$ cat src/rtl/bht_controller.sv
// ---------------------------------------------------------------------------
// bht_controller
//
// Branch history table controller. Holds 2**INDEX_W two-bit saturating
// predictor counters. Each cycle it serves one lookup from fetch and one
// resolved-branch update from execute. It also runs the table
// initialisation sequence after reset or flush.
//
// Counter encoding:
//   00 strong not-taken, 01 weak not-taken, 10 weak taken, 11 strong taken.
//   The predicted direction is the counter MSB.
//
// Parameters:
//   INDEX_W     table index width; the table holds 2**INDEX_W entries
//   INIT_STATE  value written to every entry during initialisation
//
// Ports:
//   i_clock          single clock; all logic on posedge
//   i_init_n         synchronous active-low reset
//   i_flush          request table re-initialisation
//   i_lookup_valid   lookup request (ignored while o_busy)
//   i_lookup_index   entry to read
//   i_upd_valid      resolved-branch update (ignored while o_busy)
//   i_upd_index      entry to update
//   i_upd_taken      resolved outcome, 1 = taken
//   o_busy           initialisation in progress
//   o_pred_valid     one-cycle pulse; the prediction fields are valid
//   o_pred_taken     predicted direction (counter MSB)
//   o_pred_state     counter value returned by the lookup
//   o_upd_count      accepted updates (statistics build only, else 0)
//   o_mispred_count  mispredicted updates (statistics build only, else 0)
//
// Configuration macro:
//   BHT_STATS_EN  when defined, saturating 16-bit update and misprediction
//                 counters are built. They clear on reset only. When the
//                 macro is undefined, both outputs are tied to zero.
//
// Timing:
//   A lookup sampled at edge N reads the table during the following cycle.
//   The response is registered at edge N+1. An update sampled at the same
//   edge N is therefore already in the table when the read happens, so a
//   same-index collision returns the post-update value without a bypass.
// ---------------------------------------------------------------------------
module bht_controller #(
  parameter int unsigned INDEX_W    = 4,
  parameter logic [1:0]  INIT_STATE = 2'd1
) (
  input  logic               i_clock,
  input  logic               i_init_n,
  input  logic               i_flush,
  input  logic               i_lookup_valid,
  input  logic [INDEX_W-1:0] i_lookup_index,
  input  logic               i_upd_valid,
  input  logic [INDEX_W-1:0] i_upd_index,
  input  logic               i_upd_taken,
  output logic               o_busy,
  output logic               o_pred_valid,
  output logic               o_pred_taken,
  output logic [1:0]         o_pred_state,
  output logic [15:0]        o_upd_count,
  output logic [15:0]        o_mispred_count
);

  localparam int unsigned        DEPTH    = 2 ** INDEX_W;
  localparam logic [INDEX_W-1:0] IDX_ZERO = {INDEX_W{1'b0}};
  localparam logic [INDEX_W-1:0] IDX_ONE  = INDEX_W'(1);
  localparam logic [INDEX_W-1:0] LAST_IDX = {INDEX_W{1'b1}};

  typedef enum logic [0:0] {
    ST_INIT = 1'b0,
    ST_RUN  = 1'b1
  } state_t;

  // Two-bit saturating counter step.
  function automatic logic [1:0] sat_next(input logic [1:0] cnt, input logic taken);
    logic [1:0] res;
    if (taken) begin
      if (cnt == 2'b11) begin
        res = 2'b11;
      end else begin
        res = cnt + 2'b01;
      end
    end else begin
      if (cnt == 2'b00) begin
        res = 2'b00;
      end else begin
        res = cnt - 2'b01;
      end
    end
    return res;
  endfunction

  // Predictor storage. Contents are undefined until the first init completes.
  logic [1:0]         table_r [DEPTH];

  // FSM and sequencing state.
  state_t             state_r;
  state_t             state_nxt_s;
  logic [INDEX_W-1:0] clear_idx_r;
  logic [INDEX_W-1:0] clear_nxt_s;
  logic               init_wr_s;
  logic               busy_r;

  // Lookup pipeline: request stage, then response stage.
  logic               lkp_vld_r;
  logic [INDEX_W-1:0] lkp_idx_r;
  logic               pred_valid_r;
  logic [1:0]         pred_state_r;

  // Request acceptance and update datapath.
  logic               lkp_acc_s;
  logic               upd_acc_s;
  logic [1:0]         upd_old_s;
  logic [1:0]         upd_new_s;

  // Next-state logic for the init/run sequencer.
  always_comb begin
    state_nxt_s = state_r;
    clear_nxt_s = clear_idx_r;
    init_wr_s   = 1'b0;
    case (state_r)
      ST_INIT: begin
        if (i_flush) begin
          // A flush during init restarts the sweep without writing this cycle.
          state_nxt_s = ST_INIT;
          clear_nxt_s = IDX_ZERO;
        end else begin
          init_wr_s = 1'b1;
          if (clear_idx_r == LAST_IDX) begin
            state_nxt_s = ST_RUN;
            clear_nxt_s = IDX_ZERO;
          end else begin
            state_nxt_s = ST_INIT;
            clear_nxt_s = clear_idx_r + IDX_ONE;
          end
        end
      end
      ST_RUN: begin
        if (i_flush) begin
          state_nxt_s = ST_INIT;
          clear_nxt_s = IDX_ZERO;
        end else begin
          state_nxt_s = ST_RUN;
          clear_nxt_s = clear_idx_r;
        end
      end
      default: begin
        state_nxt_s = ST_INIT;
        clear_nxt_s = IDX_ZERO;
      end
    endcase
  end

  // Acceptance: only in RUN. A flush in the same cycle drops the update.
  always_comb begin
    lkp_acc_s = 1'b0;
    upd_acc_s = 1'b0;
    if (state_r == ST_RUN) begin
      lkp_acc_s = i_lookup_valid;
      upd_acc_s = i_upd_valid & ~i_flush;
    end else begin
      lkp_acc_s = 1'b0;
      upd_acc_s = 1'b0;
    end
  end

  // Read-modify-write value for the update port.
  always_comb begin
    upd_old_s = table_r[i_upd_index];
    upd_new_s = sat_next(upd_old_s, i_upd_taken);
  end

  // Table write port: the init sweep and updates never overlap.
  always_ff @(posedge i_clock) begin
    if (i_init_n) begin
      if (init_wr_s) begin
        table_r[clear_idx_r] <= INIT_STATE;
      end else if (upd_acc_s) begin
        table_r[i_upd_index] <= upd_new_s;
      end
    end
  end

  // Sequencer state, busy flag and lookup pipeline registers.
  always_ff @(posedge i_clock) begin
    if (!i_init_n) begin
      state_r      <= ST_INIT;
      clear_idx_r  <= IDX_ZERO;
      busy_r       <= 1'b1;
      lkp_vld_r    <= 1'b0;
      lkp_idx_r    <= IDX_ZERO;
      pred_valid_r <= 1'b0;
      pred_state_r <= 2'd0;
    end else begin
      state_r      <= state_nxt_s;
      clear_idx_r  <= clear_nxt_s;
      busy_r       <= (state_nxt_s == ST_INIT);
      lkp_vld_r    <= lkp_acc_s;
      if (lkp_acc_s) begin
        lkp_idx_r <= i_lookup_index;
      end
      pred_valid_r <= lkp_vld_r;
      if (lkp_vld_r) begin
        pred_state_r <= table_r[lkp_idx_r];
      end
    end
  end

  assign o_busy       = busy_r;
  assign o_pred_valid = pred_valid_r;
  assign o_pred_state = pred_state_r;
  assign o_pred_taken = pred_state_r[1];

`ifdef BHT_STATS_EN
  logic [15:0] upd_cnt_r;
  logic [15:0] mis_cnt_r;
  logic        mispred_s;

  // The prediction that was in force is the MSB of the pre-update counter.
  assign mispred_s = (upd_old_s[1] != i_upd_taken);

  // Saturating statistics counters; a flush leaves them untouched.
  always_ff @(posedge i_clock) begin
    if (!i_init_n) begin
      upd_cnt_r <= 16'd0;
      mis_cnt_r <= 16'd0;
    end else if (upd_acc_s) begin
      if (upd_cnt_r != 16'hFFFF) begin
        upd_cnt_r <= upd_cnt_r + 16'd1;
      end
      if (mispred_s && (mis_cnt_r != 16'hFFFF)) begin
        mis_cnt_r <= mis_cnt_r + 16'd1;
      end
    end
  end

  assign o_upd_count     = upd_cnt_r;
  assign o_mispred_count = mis_cnt_r;
`else
  assign o_upd_count     = 16'd0;
  assign o_mispred_count = 16'd0;
`endif

endmodule
$ cat config.mk
export PLATFORM = sky130hd
export DESIGN_NAME = bht_controller
export DESIGN_NICKNAME = d
export VERILOG_FILES = /design/src/rtl/bht_controller.sv
export SDC_FILE = /design/constraint.sdc
export NUM_CORES = 1
export LEC_CHECK = 0
export CORE_MARGIN = 4
export CORE_UTILIZATION = 51
export CTS_CLUSTER_DIAMETER = 60
export DETAILED_ROUTE_END_ITERATION = 16
export PLACE_DENSITY = 0.77
export SLEW_MARGIN = 15
export SYNTH_ARGS = -nofsm -noshare
export SYNTH_HDL_FRONTEND = slang
export SYNTH_SLANG_ARGS = --single-unit
$ cat constraint.sdc
create_clock -name i_clock -period 2.8 [get_ports i_clock]
set_input_delay 0.42 -clock i_clock [delete_from_list [all_inputs] [get_ports i_clock]]
set_output_delay 0.42 -clock i_clock [all_outputs]
set_load 0.05 [all_outputs]
# Word level (Yosys, flattened, before mapping)
# Memory sizes are Yosys's and may differ from the RTL's. A register that Yosys moved wholly into a read port is not among the register bits.
# Cells that the tools add are included.
# W data, S select, Z words.
# classes
addsub	3
n_eq_ne	3
n_mux	24
n_bitwise	4
reduce_logical	3
# op_table
cell	n
$mux W4	4
$mux W1	14
$mux W2	4
$pmux W4 S2	1
$add A4 B1 Y4 const B	1
$eq A4 B4 Y1 const B	1
$not A1 Y1	3
$add A2 B1 Y2 const B	1
$eq A2 B2 Y1 const B	1
$logic_not A2 Y1	1
$ne A2 B2 Y1 const B	1
$pmux W1 S2	1
$reduce_or A2 Y1	1
$sub A2 B1 Y2 const B	1
$and A1 B1 Y1	1
$logic_not A1 Y1	1
# totals
reg_bits	12
ram_bits	32
input_bits	14
word_cells	44
n_memories	1
# mem_list
name	depth	width	rd	rd_clocked_by_memory_dff	wr	line	text
table_r	16	2	2	1	1	94	logic [1:0] table_r [DEPTH];

# Depth between registers and ports, before layout
# logic_depth
word_depth	9
ltp_mapped	7

# Least setup slack after synthesis
# No wires, ideal clock.
# synth_path
kind	input to register
startpoint	in i_upd_index[1]
endpoint	mem table_r[0][0], data pin
arrival_time_ns	1.867
path_slack_ns	0.646
cell_stages	6
path_cell_list	buf_1 mux4_2 nand2_1 and4_1 a21oi_1 o21bai_1
# synth_between
elab_chain_cells	5
elab_cells_between_ends	9
# synth_lines
element	line	text
from (decl)	54	input logic [INDEX_W-1:0] i_upd_index,
$mem_v2 Z16 W2 *	--	
$sub A2 B1 Y2 (tied with other cells)	87	res = cnt - 2'b01;
$mux W2, on equally long branches	84, 78	
$mux W2 *	77	if (taken) begin
$mux W2 (no line) *	--	
to (decl)	94	
# Mark *: on every way between the ends. The rest lies on a longest branch, timed or not.

# Final worst setup path
# layout_path
startpoint	in i_upd_index[0]
endpoint	mem table_r[14][1], data pin
# The elaborated chain is that of the path after synthesis.

==> reports/metrics.yaml <==
grt_pass1_vias: 1439
drive_gt1_share_pct: 15.4
nets: 241
fillers: 354
hold_class: "register to register"
max_freq_ghz: 0.408
r2r_setup_slack_ps: 730
drc_errors: 0
min-delay-start: "o_pred_state[0]"
cts_tree: "built"
via_per_inst: 5.52
fin_crit_sh_pct: 87.5
power.leakage_nw: 1.00
routedWlPerCell_um: 16.2
setup_viol: 0
grt.total_usage_pct: 16.4
skew_ps: 3.54
grt_max_degree: 17
die_height_um: 77.4
synthToLayoutAreaGrowth_pct: 9.94
ys_ff_latch: 46
ir_worst_vdd_uv: 341
tightest_slew_ps: 569
ant_nets: 0
die-area_mm2: 0.00598
synth.cell_area_mm2: 0.00245
hold_depth: 2
hold_viol: 0
gp_congestion: 0.870
rr_startpoint: "state_r"
coreArea_mm2: 0.00450
slew_headroom_pct: 62.0
rsz0062_at_grt: "false"
holdPathEnd: "o_pred_state[0]"
grt-ovfl-total: 0
powerDensity_mw_per_mm2: 506
clk_pin_slew_ps: 80
r2r-end: "table_r[1][0]"
ctsResizeCount: 0
antenna_found_initial: 0
crit_type: "input pin to register"
fin_ws_ps: 350
fin_setup_tns_ps: 0
io_buffers: 18
place_ws_ps: 10.9
max_cap_violations: 0
rr_worst_depth: 5
seq_area_frac_synth_pct: 50.6
cts.sinks: 46
start_kind: "input pin"
outcome: "completed"
worst-path-max-fanout: 16
diodes: 0
post_cts_buffers: 0
multi_input_area_mm2: 0.00103
cts.htree.levels: 2
start_util_pct: 54.5
cp-end-kind: "register"
yosys_warnings: 0
cp.arrival_ps: 2500
die_w_um: 77.4
first_iter_violations: 124
holdWs_ps: 481
dp_hpwl_um: 3430
netlist_instances: 202
hold_buffers: 0
synth.avg_cell_area_um2: 12.1
cts_made_buffers: 5
grt_pass1_wl_um: 7400
synth_cell_type_count: 37
critPathRequiredTime_ps: 2850
cts_max_path_buffers: 2
regArea_mm2: 0.00124
cts_root_buffer: "clkbuf_8"
wl_um: 4520
post-route-min-period_ps: 2450
ios: 51
worstSkewPairLatency_ps: 300
num_rows: 24
slew_viol_final: 0
drt_pre_antenna_iters: 4
dr_total_vias: 1541
[report_power, final]
part / total, mW / switching (mW) / internal [mW]
combinational: 0.161 / 0.125 / 0.0357
clock: 0.482 / 0.216 / 0.266
sequential: 0.722 / 0.00247 / 0.720
total: 1.37 / 0.344 / 1.02
[worst max-delay path by stage]
stage                        start              to  cells after the start  slack [ps]
finish              i_upd_index[0]  table_r[14][1]                      8         350
global route        i_upd_index[0]   table_r[1][0]                      8         180
CTS                 i_upd_index[0]  table_r[12][1]                      8         330
detailed placement  i_upd_index[0]   table_r[7][1]                      8          10
global placement    i_upd_index[0]  table_r[11][1]                      7          80
floorplan           i_upd_index[1]   table_r[0][0]                      6         650
[through the flow]
step	cell area, um^2	util, %	instances	power [mW]
final	2700	59.9	279	1.37
after CTS	2700	59.9	279	1.37
after detailed placement	2590	57.4	271	0.897
after floorplan	2570	-	233	0.897
after global routing	2700	59.9	279	1.41
after global placement	2590	57.4	271	0.897
[area by class of cell]
class                   count  share of cell area (%)
clock buffers               6                    2.69
inverters                   3                   0.417
multi-input cells         144                    38.2
well taps                  52                    2.41
clock inverters             2                    1.39
repair buffers             26                    8.91
flip-flops and latches     46                    46.0
[sequential cells by signal, indices dropped and copies added (netlist names)]
signal / count
table_r: 32
o_busy: 1
o_pred_valid: 1
clear_idx_r: 4
o_pred_state: 2
state_r: 1
lkp_vld_r: 1
lkp_idx_r: 4
[synthesized netlist by cell type (all sizes together)]
library cell	count	share of area, %
nor3	1	0.20
o21bai	1	0.31
nand2b	3	0.76
a21boi	4	1.2
ha	1	0.51
buf	38	11
a31oi	5	1.3
inv	3	0.46
mux4	18	17
dfxtp	14	11
or4	1	0.31
nand2	20	3.1
mux2i	3	1.2
clkbuf	2	0.31
a21oi	5	1.0
nand4	1	0.26
edfxtp	32	39
conb	1	0.15
nand3	8	1.6
nor2	23	3.5
xnor2	1	0.36
a22oi	1	0.31
and2	1	0.26
or2	2	0.51
nand3b	2	0.61
nor3b	2	0.61
nor2b	3	0.76
and3	1	0.26
mux2	1	0.46
and4	1	0.36
o21ai	2	0.41
o22a	1	0.36
[cell usage in the layout, fill, tap and decap left out, types with 2 or more instances in the layout]
cell type        instances
buf_4                    8
nand3b_1                 2
nand3_1                  8
clkbuf_8                 5
a21boi_0                 4
dfxtp_1                 14
clkdlybuf4s50_1         18
nor3b_1                  2
conb_1                  32
mux2i_1                  3
mux4_2                  18
nand2b_1                 3
a21oi_1                  5
a31oi_1                  5
nor2_1                  23
nor2b_1                  3
inv_1                    3
edfxtp_1                32
nand2_1                 20
[layer usage]
metal / routed length [um] / track usage, %
met1: 1950 / 21.8
met2: 2160 / 25.5
met3: 322 / 4.28
met4: 85 / 6.94
met5: 0 / 0
[critical path, stage by stage]
cell and delay, ps:
clkdlybuf4s50_1 700, buf_4 210, mux4_2 510, nand2_1 100, nand4_1 130, o21ai_1 140, a21oi_1 80, buf_4 210
[cell families after synthesis]
kind of cell	Yosys count	synth area share, %
AO/OA/AOI/OAI	19	4.90
AND/OR/NAND/NOR	69	13.1
buffers and inverters	43	12.2
flip-flops	46	50.6
XOR/XNOR	1	0.357
multiplexers	22	18.2
other	1	0.153
adder cells (fa/ha/maj)	1	0.510
Note: power is estimated with default switching activity, not from simulation.
